<file path="src/rtl/crc_stream_engine.sv">
// Streaming MSB-first CRC engine: one DATA_W beat per clock over valid/ready,
// with beat counting, compare mode, abort and a held result handshake.
module crc_stream_engine #(
    parameter int                CRC_W  = 8,
    parameter logic [CRC_W-1:0]  POLY   = 'h07,
    parameter logic [CRC_W-1:0]  INIT   = '0,
    parameter logic [CRC_W-1:0]  XOROUT = '0,
    parameter int                DATA_W = 8,
    parameter int                CNT_W  = 16
) (
    input  logic              clk,
    input  logic              rst_n,
    input  logic              clr,
    input  logic              in_valid,
    output logic              in_ready,
    input  logic [DATA_W-1:0] in_data,
    input  logic              in_last,
    input  logic              chk_en,
    input  logic [CRC_W-1:0]  ref_crc,
    output logic              out_valid,
    input  logic              out_ready,
    output logic [CRC_W-1:0]  crc_out,
    output logic              crc_ok,
    output logic [CNT_W-1:0]  beat_cnt
);

    typedef enum logic [1:0] {
        IDLE,
        RUN,
        DONE
    } state_t;

    state_t             state_q, state_d;
    logic [CRC_W-1:0]   crc_q, crc_d;
    logic [CNT_W-1:0]   cnt_q, cnt_d;
    logic [CRC_W-1:0]   res_q, res_d;
    logic               ok_q, ok_d;

    logic               accept;
    logic [CRC_W-1:0]   crc_fold;
    logic [CRC_W-1:0]   crc_fin;
    logic [CNT_W-1:0]   cnt_inc;

    function automatic logic [CRC_W-1:0] fold(
        input logic [CRC_W-1:0]  c,
        input logic [DATA_W-1:0] d
    );
        logic [CRC_W-1:0] r;
        logic             fb;
        r = c;
        for (int i = DATA_W - 1; i >= 0; i--) begin
            fb = r[CRC_W-1] ^ d[i];
            r  = (r << 1) ^ (fb ? POLY : '0);
        end
        return r;
    endfunction

    // DONE blocks input so no beat of the next message slips in early
    assign in_ready  = rst_n && (state_q != DONE);
    assign out_valid = (state_q == DONE);
    assign crc_out   = res_q;
    assign crc_ok    = ok_q;
    assign beat_cnt  = cnt_q;

    assign accept   = in_valid && in_ready;
    assign crc_fold = fold(crc_q, in_data);
    assign crc_fin  = crc_fold ^ XOROUT;
    assign cnt_inc  = (&cnt_q) ? cnt_q : cnt_q + CNT_W'(1);

    always_comb begin
        state_d = state_q;
        crc_d   = crc_q;
        cnt_d   = cnt_q;
        res_d   = res_q;
        ok_d    = ok_q;
        if (clr) begin
            state_d = IDLE;
            crc_d   = INIT;
            cnt_d   = '0;
            res_d   = '0;
            ok_d    = 1'b0;
        end else begin
            unique case (state_q)
                IDLE, RUN: begin
                    if (accept) begin
                        crc_d = crc_fold;
                        cnt_d = cnt_inc;
                        if (in_last) begin
                            state_d = DONE;
                            res_d   = crc_fin;
                            ok_d    = chk_en && (crc_fin == ref_crc);
                        end else begin
                            state_d = RUN;
                        end
                    end
                end
                DONE: begin
                    if (out_ready) begin
                        state_d = IDLE;
                        crc_d   = INIT;
                        cnt_d   = '0;
                        res_d   = '0;
                        ok_d    = 1'b0;
                    end
                end
                default: begin
                    state_d = IDLE;
                    crc_d   = INIT;
                    cnt_d   = '0;
                    res_d   = '0;
                    ok_d    = 1'b0;
                end
            endcase
        end
    end

    always_ff @(posedge clk or negedge rst_n) begin
        if (!rst_n) begin
            state_q <= IDLE;
            crc_q   <= INIT;
            cnt_q   <= '0;
            res_q   <= '0;
            ok_q    <= 1'b0;
        end else begin
            state_q <= state_d;
            crc_q   <= crc_d;
            cnt_q   <= cnt_d;
            res_q   <= res_d;
            ok_q    <= ok_d;
        end
    end

endmodule

</file>
<file path="config.mk">
export PLATFORM = sky130hd
export DESIGN_NAME = crc_stream_engine
export DESIGN_NICKNAME = d
export VERILOG_FILES = /design/src/rtl/crc_stream_engine.sv
export SDC_FILE = /design/constraint.sdc
export NUM_CORES = 1
export LEC_CHECK = 0
export ABC_AREA = 1
export CORE_ASPECT_RATIO = 1.75
export CORE_MARGIN = 2
export CORE_UTILIZATION = 28
export DETAILED_ROUTE_END_ITERATION = 7
export GPL_ROUTABILITY_DRIVEN = 0
export PLACE_DENSITY_LB_ADDON = 0.3
export SKIP_CTS_REPAIR_TIMING = 1
export SLEW_MARGIN = 10
export SYNTH_ARGS = -nofsm -noshare
export SYNTH_HDL_FRONTEND = slang
export SYNTH_SLANG_ARGS = --single-unit
</file>
<file path="constraint.sdc">
create_clock -name clk -period 3 [get_ports clk]
set_clock_uncertainty 0.15 [all_clocks]
set_input_delay 0.6 -clock clk [delete_from_list [all_inputs] [get_ports clk]]
set_output_delay 0.6 -clock clk [all_outputs]
set_load 0.03 [all_outputs]
</file>
==> out/metrics.csv <==
metric;value;unit
result_of_the_run;finished, final reports clean;
synthesis.area;2290;sq um
worstHoldPathType;in2async;
numClockSinks;35;
globalRouteOverflowTotal;0;
dpl_worst_slack;0.231;ns
finalCriticalPeriod;2.51;ns
cts_tree;built;
maxSlewHeadroom;69.4;%
report.final.slew_viol_count;0;
p_leak;1.47;nW
final_setup_fails;0;
synth_largest_type_area_fraction;38.2;%
crit_required;3.01;ns
achievable-frequency;0.398;GHz
ir_worst_vdd;0.306;mV
dieArea;8950;sq um
rows;43;
clock_latency_of_the_later_clocked_register_in_the_worst_skew_pair;0.28;ns
synth.lib_cells_used.distinct;31;
synth_warnings;0;
cts-buffers-inserted;5;
final_cells;489;
min_period_over_period;83.7;%
tns;0;ns
synth_nets;367;
synthArstFlopShare;100;%
routed_wl;6.69;mm
crit_path_start_kind;input pin;
post-route-worst-setup-slack;0.488;ns
first_pass_grt_wire_length;10.9;mm
unrepaired_setup_endpoints_after_global_routing;no;
seqCellArea;876;sq um
cp_max_fo;16;
synth.ff_latch_count;35;
multiInputGateArea;1200;sq um
antenna_cells_inserted;0;
detailedRoute.firstPassIterationCount;7;
final_layout_size_suffix_gt1_share;8.02;%
initial_antenna_violation_count;0;
netlist.top_cell.by_area;sky130_fd_sc_hd__dfrtp_1;
post-route-drc-count;0;
area.growth.synth_to_final;32.2;%
maxCapViolations;0;
netlist_top_cells_area;sky130_fd_sc_hd__dfrtp_1 (38%), sky130_fd_sc_hd__nand2_1 (21%), sky130_fd_sc_hd__nand3_1 (7.4%);
dpl_cell_area;2890;sq um
grt_max_degree;26;
area_of_the_core;7960;sq um
synth-edff-count;0;
maximum_buffer_depth_of_the_clock_tree;2;
tightest_slew;0.456;ns
nNetsFinal;423;
die_y;124;um
postLayoutCellArea;3030;sq um
timing_hold_violations_final;0;
starting_density_of_the_core;28.8;%
synth_top_flop_cell;sky130_fd_sc_hd__dfrtp_1;
yosysSeqAreaShare;38.2;%
clock_tree.htree_level_count;2;
cell_count_post_placement;482;
nFillCells;851;
cts.reportedPaths.clkPinSlew;0.05;ns
power;1.76;mW
data_arrival_at_the_endpoint_of_the_critical_path;2.53;ns
synth_area_per_cell;6.68;sq um
cellPowerDensity;580;nW/um^2
pin_count;50;
grt_usage;15.8;%
critPathKind;in2reg;
ant_nets;0;
postSynthCellCount;343;
route.detailed.vias_per_inst;4.94;
root_buffer;sky130_fd_sc_hd__clkbuf_16;
cp-end-kind;register;
dp_hpwl;5.22;mm
violation_count_after_the_first_detailed_route_iteration;100;
route.detailed.wl_per_inst;13.7;um
first_global_vias;2390;
vias;2415;
port_buffers;49;
die_width;72.4;um
[synthesized netlist by cell type, drive strengths merged (2+ instances only)]
cell type    n
a21oi       13
buf          2
dfrtp       35
inv         48
nand2      136
nand3       35
nand3b       2
nand4        7
nor2        22
nor3         8
o21a         2
o21ai       13
o22ai        9
o31ai        2
xor2         3
[placed cells by master, fill, tap and decap left out]
master                              n
sky130_fd_sc_hd__inv_2              6
sky130_fd_sc_hd__inv_4              1
sky130_fd_sc_hd__o22ai_1            9
sky130_fd_sc_hd__nor3_4             1
sky130_fd_sc_hd__clkbuf_16          5
sky130_fd_sc_hd__dfrtp_1           35
sky130_fd_sc_hd__nor4_1             1
sky130_fd_sc_hd__nand3b_1           2
sky130_fd_sc_hd__and3_1             1
sky130_fd_sc_hd__clkbuf_8           1
sky130_fd_sc_hd__clkdlybuf4s50_1   48
sky130_fd_sc_hd__nor3_2             2
sky130_fd_sc_hd__nand3_2            1
sky130_fd_sc_hd__o21ai_1            4
sky130_fd_sc_hd__inv_1             41
sky130_fd_sc_hd__nor2_2             3
sky130_fd_sc_hd__nand3_1           34
sky130_fd_sc_hd__xor2_1             3
sky130_fd_sc_hd__nand2_1          130
sky130_fd_sc_hd__buf_2              1
sky130_fd_sc_hd__ha_1               1
sky130_fd_sc_hd__a21oi_1           13
sky130_fd_sc_hd__nand2_4            1
sky130_fd_sc_hd__nor2_4             1
sky130_fd_sc_hd__o21ai_0            9
sky130_fd_sc_hd__a22oi_1            1
sky130_fd_sc_hd__buf_4              3
sky130_fd_sc_hd__nor3_1             5
sky130_fd_sc_hd__nand2_2            5
sky130_fd_sc_hd__o31ai_1            2
sky130_fd_sc_hd__o21a_1             2
sky130_fd_sc_hd__clkinv_1           1
sky130_fd_sc_hd__nand4_1            7
sky130_fd_sc_hd__clkinv_2           1
sky130_fd_sc_hd__nor2_1            18
[final timing paths]
kind                                 to   startpoint  cells past startpoint  slack, ns
setup / recovery            beat_cnt[5]          clr                     10       0.49
hold / removal             beat_cnt[13]        rst_n                      1       0.05
setup reg to reg            beat_cnt[5]  beat_cnt[0]                     11       0.72
hold reg to reg              crc_out[0]   crc_out[0]                      2       0.34
max in group asynchronous      crc_q[4]        rst_n                      2       2.00
min in group clk             crc_out[0]   crc_out[0]                      2       0.34
[metrics by stage]
| stage | hold slack (ns) | util (%) |
|---|---|---|
| 2_1_floorplan | 0.154 | - |
| 3_3_place_gp | 0.322 | 36.3 |
| 3_5_place_dp | 0.326 | 36.3 |
| 4_1_cts | 0.0617 | 38.1 |
| 5_1_grt | 0.0723 | 38.1 |
| 6_report | 0.0517 | 38.1 |
[registers in the layout (all words and copies together) (netlist names)]
register	cells
beat_cnt	16
crc_out	8
crc_q	8
state_q	2
crc_ok	1
[cell type report]
type	instances	share of cell area (%)
multi-input combinational	256	39.7
clock buffer	6	4.58
inverter	49	6.15
sequential	35	28.9
timing repair buffer	52	16.8
clock inverter	1	0.165
tap	90	3.72
[where the power goes]
| group | total (mW) | leakage [nW] | internal, mW | switching (mW) |
|---|---|---|---|---|
| Combinational | 0.665 | 0.926 | 0.231 | 0.434 |
| Sequential | 0.577 | 0.472 | 0.534 | 0.0433 |
| Clock | 0.514 | 0.0727 | 0.324 | 0.190 |
[routing by layer]
layer | routed length, um | vias to the layer above | GRT usage (%) | share of wire [%]
li1 | - | 1214 | - | -
met1 | 2520 | 1102 | 16.2 | 38
met2 | 3620 | 78 | 30.4 | 54
met3 | 270 | 21 | 2.10 | 4.0
met4 | 278 | 0 | 7.75 | 4.2
met5 | 0 | - | 0 | 0
[cells by family (layout without fill, tap and decap cells)]
family,after synthesis,after routing,share of synthesized area [%]
buffers and inverters,52,108,9.28
AO/OA/AOI/OAI,40,40,9.77
adder cells (fa/ha/maj),1,1,0.546
AND/OR/NAND/NOR,212,212,41.0
XOR/XNOR,3,3,1.15
flip-flops,35,35,38.2
[critical path: stages]
cell                              delay, ns
sky130_fd_sc_hd__clkdlybuf4s50_1       0.51
sky130_fd_sc_hd__nor2_2                0.32
sky130_fd_sc_hd__inv_2                 0.11
sky130_fd_sc_hd__nor4_1                0.25
sky130_fd_sc_hd__nand3_2               0.13
sky130_fd_sc_hd__nand2_4               0.19
sky130_fd_sc_hd__inv_4                 0.11
sky130_fd_sc_hd__nand2_1               0.09
sky130_fd_sc_hd__nor2_1                0.04
sky130_fd_sc_hd__o21a_1                0.16
Power figures use the tool's default switching activity.
